## src/rtl/card_rom_pkg.sv

```systemverilog
// rtl/card_rom_pkg.sv - shared widths and card select encoding for the card ROM arbiter
//
// Purpose: common widths of the card image ROM interface, the default burst
//          length and the card_id encoding (suit * 13 + rank, plus special
//          sprites above the 52 playing cards).
// Ports:   none (package).
package card_rom_pkg;

   localparam int ADDR_W            = 12;   // {y[5:0], x[5:0]}
   localparam int RGB_W             = 12;   // 4:4:4 RGB
   localparam int CARD_W            = 6;    // card select into the ROM bank
   localparam int DEFAULT_BURST_LEN = 48;   // one card sprite line

   localparam int NUM_RANKS = 13;
   localparam int NUM_CARDS = 52;

   typedef enum logic [1:0] {
      SUIT_CLUBS    = 2'd0,
      SUIT_DIAMONDS = 2'd1,
      SUIT_HEARTS   = 2'd2,
      SUIT_SPADES   = 2'd3
   } suit_e;

   // Sprites stored after the 52 faces.
   localparam logic [CARD_W-1:0] CARD_BACK  = 6'd52;
   localparam logic [CARD_W-1:0] CARD_BLANK = 6'd53;

   // rank is 0 (ace) .. 12 (king)
   function automatic logic [CARD_W-1:0] card_index(input suit_e suit, input logic [3:0] rank);
      return CARD_W'(suit) * CARD_W'(NUM_RANKS) + CARD_W'(rank);
   endfunction

endpackage

```

## src/rtl/rr_arbiter.sv

```systemverilog
// rtl/rr_arbiter.sv - combinational round-robin winner selection
//
// Purpose: picks the first asserted request at or after ptr, scanning upward
//          with wrap-around. Purely combinational.
// Ports:
//   req    in   NUM_REQ  request vector
//   ptr    in   IDX_W    priority pointer (0..NUM_REQ-1)
//   gnt    out  NUM_REQ  one-hot grant (zero when no request)
//   winner out  IDX_W    index of the granted requester
//   valid  out  1        some requester was granted
module rr_arbiter #(
   parameter int NUM_REQ = 2,
   parameter int IDX_W   = (NUM_REQ > 1) ? $clog2(NUM_REQ) : 1
) (
   input  logic [NUM_REQ-1:0] req,
   input  logic [IDX_W-1:0]   ptr,
   output logic [NUM_REQ-1:0] gnt,
   output logic [IDX_W-1:0]   winner,
   output logic               valid
);

   int scan_idx;

   always_comb begin
      gnt      = '0;
      winner   = '0;
      valid    = 1'b0;
      scan_idx = 0;
      for (int off = 0; off < NUM_REQ; off++) begin
         scan_idx = int'(ptr) + off;
         if (scan_idx >= NUM_REQ) begin
            scan_idx = scan_idx - NUM_REQ;
         end
         // First hit wins; later hits are ignored once valid is set.
         if (!valid && req[scan_idx]) begin
            gnt[scan_idx] = 1'b1;
            winner        = IDX_W'(scan_idx);
            valid         = 1'b1;
         end
      end
   end

endmodule

```

## src/rtl/card_rom_arbiter.sv

```systemverilog
// rtl/card_rom_arbiter.sv - round-robin sharing of the card image ROM among sprite drawers
//
// Purpose: accepts at most one ROM read per cycle, registers the address and
//          card select toward the ROM, and returns the ROM pixel two cycles
//          later tagged with a one-hot valid for the requester that issued it.
// Configuration macro: ARB_BURST_EN - when defined, the current owner keeps the
//          grant for up to BURST_LEN consecutive accepts; otherwise strict
//          per-cycle round-robin with no burst counter.
// Ports:
//   clk        in   1              pixel clock
//   rst_n      in   1              asynchronous active-low reset
//   req        in   NUM_REQ        read request, held until granted
//   addr       in   NUM_REQ x 12   pixel address {y, x}
//   card_id    in   NUM_REQ x 6    card select
//   gnt        out  NUM_REQ        one-hot combinational grant
//   rom_addr   out  12             registered ROM address
//   rom_card   out  6              registered ROM card select
//   rom_rgb    in   12             ROM data, one cycle after rom_addr
//   rgb        out  12             returned pixel (zero when not valid)
//   rgb_valid  out  NUM_REQ        one-hot owner of rgb
module card_rom_arbiter
   import card_rom_pkg::*;
#(
   parameter int NUM_REQ   = 2,
   parameter int BURST_LEN = DEFAULT_BURST_LEN
) (
   input  logic                             clk,
   input  logic                             rst_n,
   input  logic [NUM_REQ-1:0]               req,
   input  logic [NUM_REQ-1:0][ADDR_W-1:0]   addr,
   input  logic [NUM_REQ-1:0][CARD_W-1:0]   card_id,
   output logic [NUM_REQ-1:0]               gnt,
   output logic [ADDR_W-1:0]                rom_addr,
   output logic [CARD_W-1:0]                rom_card,
   input  logic [RGB_W-1:0]                 rom_rgb,
   output logic [RGB_W-1:0]                 rgb,
   output logic [NUM_REQ-1:0]               rgb_valid
);

   localparam int IDX_W = (NUM_REQ > 1) ? $clog2(NUM_REQ) : 1;

   logic [IDX_W-1:0]   ptr_q, ptr_d;
   logic [ADDR_W-1:0]  rom_addr_q, rom_addr_d;
   logic [CARD_W-1:0]  rom_card_q, rom_card_d;
   logic [NUM_REQ-1:0] tag1_q, tag1_d;
   logic [NUM_REQ-1:0] tag2_q, tag2_d;

   logic [NUM_REQ-1:0] arb_gnt;
   logic [IDX_W-1:0]   arb_idx;
   logic               arb_valid;
   logic [IDX_W-1:0]   idx_inc;

`ifdef ARB_BURST_EN
   localparam int CNT_W = $clog2(BURST_LEN + 1);
   logic [CNT_W-1:0] cnt_q, cnt_d;
   logic [CNT_W-1:0] cnt_eff;
`endif

   rr_arbiter #(
      .NUM_REQ (NUM_REQ),
      .IDX_W   (IDX_W)
   ) u_rr (
      .req    (req),
      .ptr    (ptr_q),
      .gnt    (arb_gnt),
      .winner (arb_idx),
      .valid  (arb_valid)
   );

   // Grant is held off while in reset so no drawer sees an accept.
   assign gnt = rst_n ? arb_gnt : '0;

   assign idx_inc = (arb_idx == IDX_W'(NUM_REQ - 1)) ? '0 : arb_idx + IDX_W'(1);

   always_comb begin
      ptr_d      = ptr_q;
      rom_addr_d = rom_addr_q;
      rom_card_d = rom_card_q;
      tag1_d     = '0;
      tag2_d     = tag1_q;
`ifdef ARB_BURST_EN
      cnt_d      = '0;
      // The count only carries over when the pointer's owner wins again;
      // anyone else winning means the previous owner let go, so a new run starts.
      cnt_eff    = (arb_idx == ptr_q) ? cnt_q : '0;
`endif
      if (arb_valid) begin
         rom_addr_d = addr[arb_idx];
         rom_card_d = card_id[arb_idx];
         tag1_d     = arb_gnt;
`ifdef ARB_BURST_EN
         if (cnt_eff == CNT_W'(BURST_LEN - 1)) begin
            ptr_d = idx_inc;
            cnt_d = '0;
         end else begin
            // Pointer parks on the owner so it keeps priority next cycle.
            ptr_d = arb_idx;
            cnt_d = cnt_eff + CNT_W'(1);
         end
`else
         ptr_d = idx_inc;
`endif
      end
   end

   always_ff @(posedge clk or negedge rst_n) begin
      if (!rst_n) begin
         ptr_q      <= '0;
         rom_addr_q <= '0;
         rom_card_q <= '0;
         tag1_q     <= '0;
         tag2_q     <= '0;
`ifdef ARB_BURST_EN
         cnt_q      <= '0;
`endif
      end else begin
         ptr_q      <= ptr_d;
         rom_addr_q <= rom_addr_d;
         rom_card_q <= rom_card_d;
         tag1_q     <= tag1_d;
         tag2_q     <= tag2_d;
`ifdef ARB_BURST_EN
         cnt_q      <= cnt_d;
`endif
      end
   end

   assign rom_addr  = rom_addr_q;
   assign rom_card  = rom_card_q;
   assign rgb_valid = tag2_q;
   // Stage 2 lines up with the ROM output register, so rom_rgb belongs to the tag owner.
   assign rgb       = (|tag2_q) ? rom_rgb : '0;

endmodule

```

## config.mk

```make
export PLATFORM = sky130hd
export DESIGN_NAME = card_rom_arbiter
export DESIGN_NICKNAME = d
export VERILOG_FILES = /design/src/rtl/card_rom_pkg.sv /design/src/rtl/rr_arbiter.sv /design/src/rtl/card_rom_arbiter.sv
export SDC_FILE = /design/constraint.sdc
export NUM_CORES = 1
export LEC_CHECK = 0
export BUFFER_PORTS_ARGS = -buffer_cell sky130_fd_sc_hd__buf_4
export CAP_MARGIN = 10
export CORE_MARGIN = 3
export CORE_UTILIZATION = 40
export DETAILED_ROUTE_END_ITERATION = 16
export PLACE_DENSITY = 0.91
export SLEW_MARGIN = 20
export SYNTH_ARGS = -nofsm -noshare
export SYNTH_HDL_FRONTEND = slang
export SYNTH_HIERARCHICAL = 1
export SYNTH_SLANG_ARGS = --single-unit
```

## constraint.sdc

```tcl
create_clock -name clk -period 3.41 [get_ports clk]
set_input_delay 0.341 -clock clk [delete_from_list [all_inputs] [get_ports clk]]
set_output_delay 0.341 -clock clk [all_outputs]
set_load 0.1 [all_outputs]
```

==> flow_summary.toml <==
[cts]
cts.htree.levels = 1
cts_buffers = 3
cts_tree = "built"
clock_latency_ns = 0.30
clk_pin_slew_ns = 0.12
cts.sinks = 23
post_cts_resized = 0
cts.path.max_buffers = 2
cts_root_buf = "clkbuf_4"
post_cts_buffers = 0

[placed_design]
place_inst = 217
hpwl_mm = 2.493
place_congestion = 0.8509
portBuffers = 85

[routing]
drc = 0
antenna_left = 0
drt-total-wl_mm = 3.034
vias_per_cell = 4.928
dr.pass1.iters = 4
vias = 1094
drt_iter0_markers = 28
wire_per_inst_um = 13.67

[sta]
max_slew.worst_pin.slew_ns = 0.6240
period_minus_slack_ns = 2.010
max_freq_mhz = 497.6
rsz0062_at_grt = "false"
tns_ns = 0
slew_violations = 0
relSlewSlack = 0.5840
clock_skew_ns = 0.003164
hold_violations = 0
post-route-period-util = 0.5893
setup_viol = 0

[worst_setup_path]
crit_slowest_cell = "nor2_1"
slowest_delay_ns = 0.47
path_class = "register to primary output"
arrival_ns = 1.67
critPathCaptureType = "primary output"
crit_buf_inv = 1
cp-start-kind = "register"
rrSetupSlack_ns = 1.92
crit_chain = "nor2_1, and2b_1, buf_4"
cp_top_family = "simple AND/OR/NAND/NOR gates"
path_max_fanout = 12
worstPathRequired_ns = 3.07

[floorplan]
die-area_sq_mm = 0.003488
io_pins = 86
rows = 18
dieWidth_um = 59.06
die_h_um = 59.06
initial_core_util = 0.4386
coreArea_sq_mm = 0.002567

[synthesis]
synthesis.nets = 160
yosysMostFrequentCell = "dfrtp_1"
netlist_area_sq_mm = 0.001126
ys_types = 14
yosys-top-cells-count = "dfrtp_1 (23), mux2i_1 (19), nor2_1 (19)"
synthCells = 108
ys.warnings.count = 6
ys_ff_latch = 23
synth_top_area_cell = "dfrtp_1"
ys_async_sr_fraction = 1.000
synth.area.top_cells = "dfrtp_1 (51%), mux2i_1 (17%), a21oi_1 (8.0%)"
post_synth.cell_area_avg_sq_um = 10.43
ys_seq_area_frac = 0.5111
synth-edff-count = 0
synth_top_cell_area_share = 0.5111
ys.flop_type = "dfrtp_1"

[global_routing]
grt_use_met3 = 0.03268
grt_pass1_vias = 1097
grt_start_max_net_pins = 40
grt_pass1_wl_mm = 4.636
grt_use_total = 0.1704
overflow = 0
antenna_found_initial = 0
grt-busiest-layer = "met2"
use_met2 = 0.3186
grtUsageMet1 = 0.1755

[flow_run]
max-cap-violations = 0

[worst_hold_path]
min_path_type = "input port to register"

[power]
ir_drop_uv = 365.5
p_leak_nw = 0.9450
total_power_mw = 0.9247
p_per_area_mw_per_mm2 = 514.7

[final_layout]
drive_gt1_frac = 0.4792
fin_cells = 222
nets = 245
antenna_cells = 0
area_growth_pct = 59.56

[status]
outcome = "finished, final reports clean"
## per-stage QoR
step                area, sq um  setup WS [ns]  utilization  hold slack [ns]
floorplan                  1126         0.4390            -          0.04541
global placement           1759          1.794       0.6852           0.2469
detailed placement         1759          1.721       0.6852           0.2569
CTS                        1797          1.377       0.6998           0.3306
global route               1797          1.288       0.6998           0.3402
finish                     1797          1.400       0.6998           0.3328
## where the power goes
group | leakage, nW | total [mW] | switching [mW] | internal, mW
Combinational | 0.661 | 0.485 | 0.363 | 0.122
Sequential | 0.267 | 0.318 | 0.0166 | 0.302
Clock | 0.0177 | 0.122 | 0.0779 | 0.0437
## placed cells by master, fill, tap and decap left out, drive strengths merged
| cell type | netlist | routed |
|---|---|---|
| a21boi | 3 | 3 |
| a21oi | 18 | 18 |
| and2 | 4 | 4 |
| and2b | 7 | 7 |
| buf | 5 | 86 |
| clkbuf | 2 | 3 |
| clkinv | 0 | 1 |
| dfrtp | 23 | 23 |
| dlygate4sd3 | 0 | 1 |
| inv | 2 | 2 |
| mux2i | 19 | 19 |
| nor2 | 19 | 19 |
| nor2b | 5 | 5 |
| or2 | 1 | 1 |
## cell families after synthesis
group | after synthesis | share of synthesized area
muxes | 19 | 0.1689
DFF | 23 | 0.5111
and+or+nand+nor | 36 | 0.1656
buffers and inverters | 9 | 0.05445
AOI/OAI and AO/OA | 21 | 0.1000
## registers in the layout, indices dropped and copies added (netlist names)
name and flops:
rom_addr 12, rom_card 6, tag1_q 2, ptr_q 1, rgb_valid 2
## layout make-up
cell class	instances	area [sq um]
Clock buffer	3	22.52
Clock inverter	1	5.005
Fill cell	205	770.7
Inverter	2	7.507
Multi-Input combinational cell	76	493.0
Sequential cell	23	575.6
Tap cell	30	37.54
Timing Repair Buffer	87	655.6
## routing by layer
layer  wire length, um  share of wire  up-vias
li1                  -              -      530
met1               978           0.32      486
met2              1600           0.53       66
met3               332           0.11       12
met4               123          0.041        0
met5                 0              0        -
## final timing paths
check	from	to	cells after the start
worst max-delay path	rgb_valid[1]$_DFF_PN0_	rgb[11]	3
worst min-delay path	addr[0]	rom_addr[0]$_DFFE_PN0P_	3
worst max register to register	ptr_q$_DFFE_PN0P_	rom_card[3]$_DFFE_PN0P_	5
worst min register to register	tag1_q[0]$_DFF_PN0_	rgb_valid[0]$_DFF_PN0_	0
max in group asynchronous	rst_n	rom_addr[2]$_DFFE_PN0P_	2
min in group asynchronous	rst_n	rom_card[1]$_DFFE_PN0P_	2
## repair_timing
action / 4_1_cts / 5_1_grt
setup endpoints to repair: 0 / 0
endpoints found under the hold margin: 23 / 0
hold buffers: 1 / 0
## worst min-delay path, cell delays in order
cell	delay (ns)
buf_4	0.08
mux2i_1	0.05
a21oi_1	0.13
No activity file was read; power rests on OpenSTA's default activity.
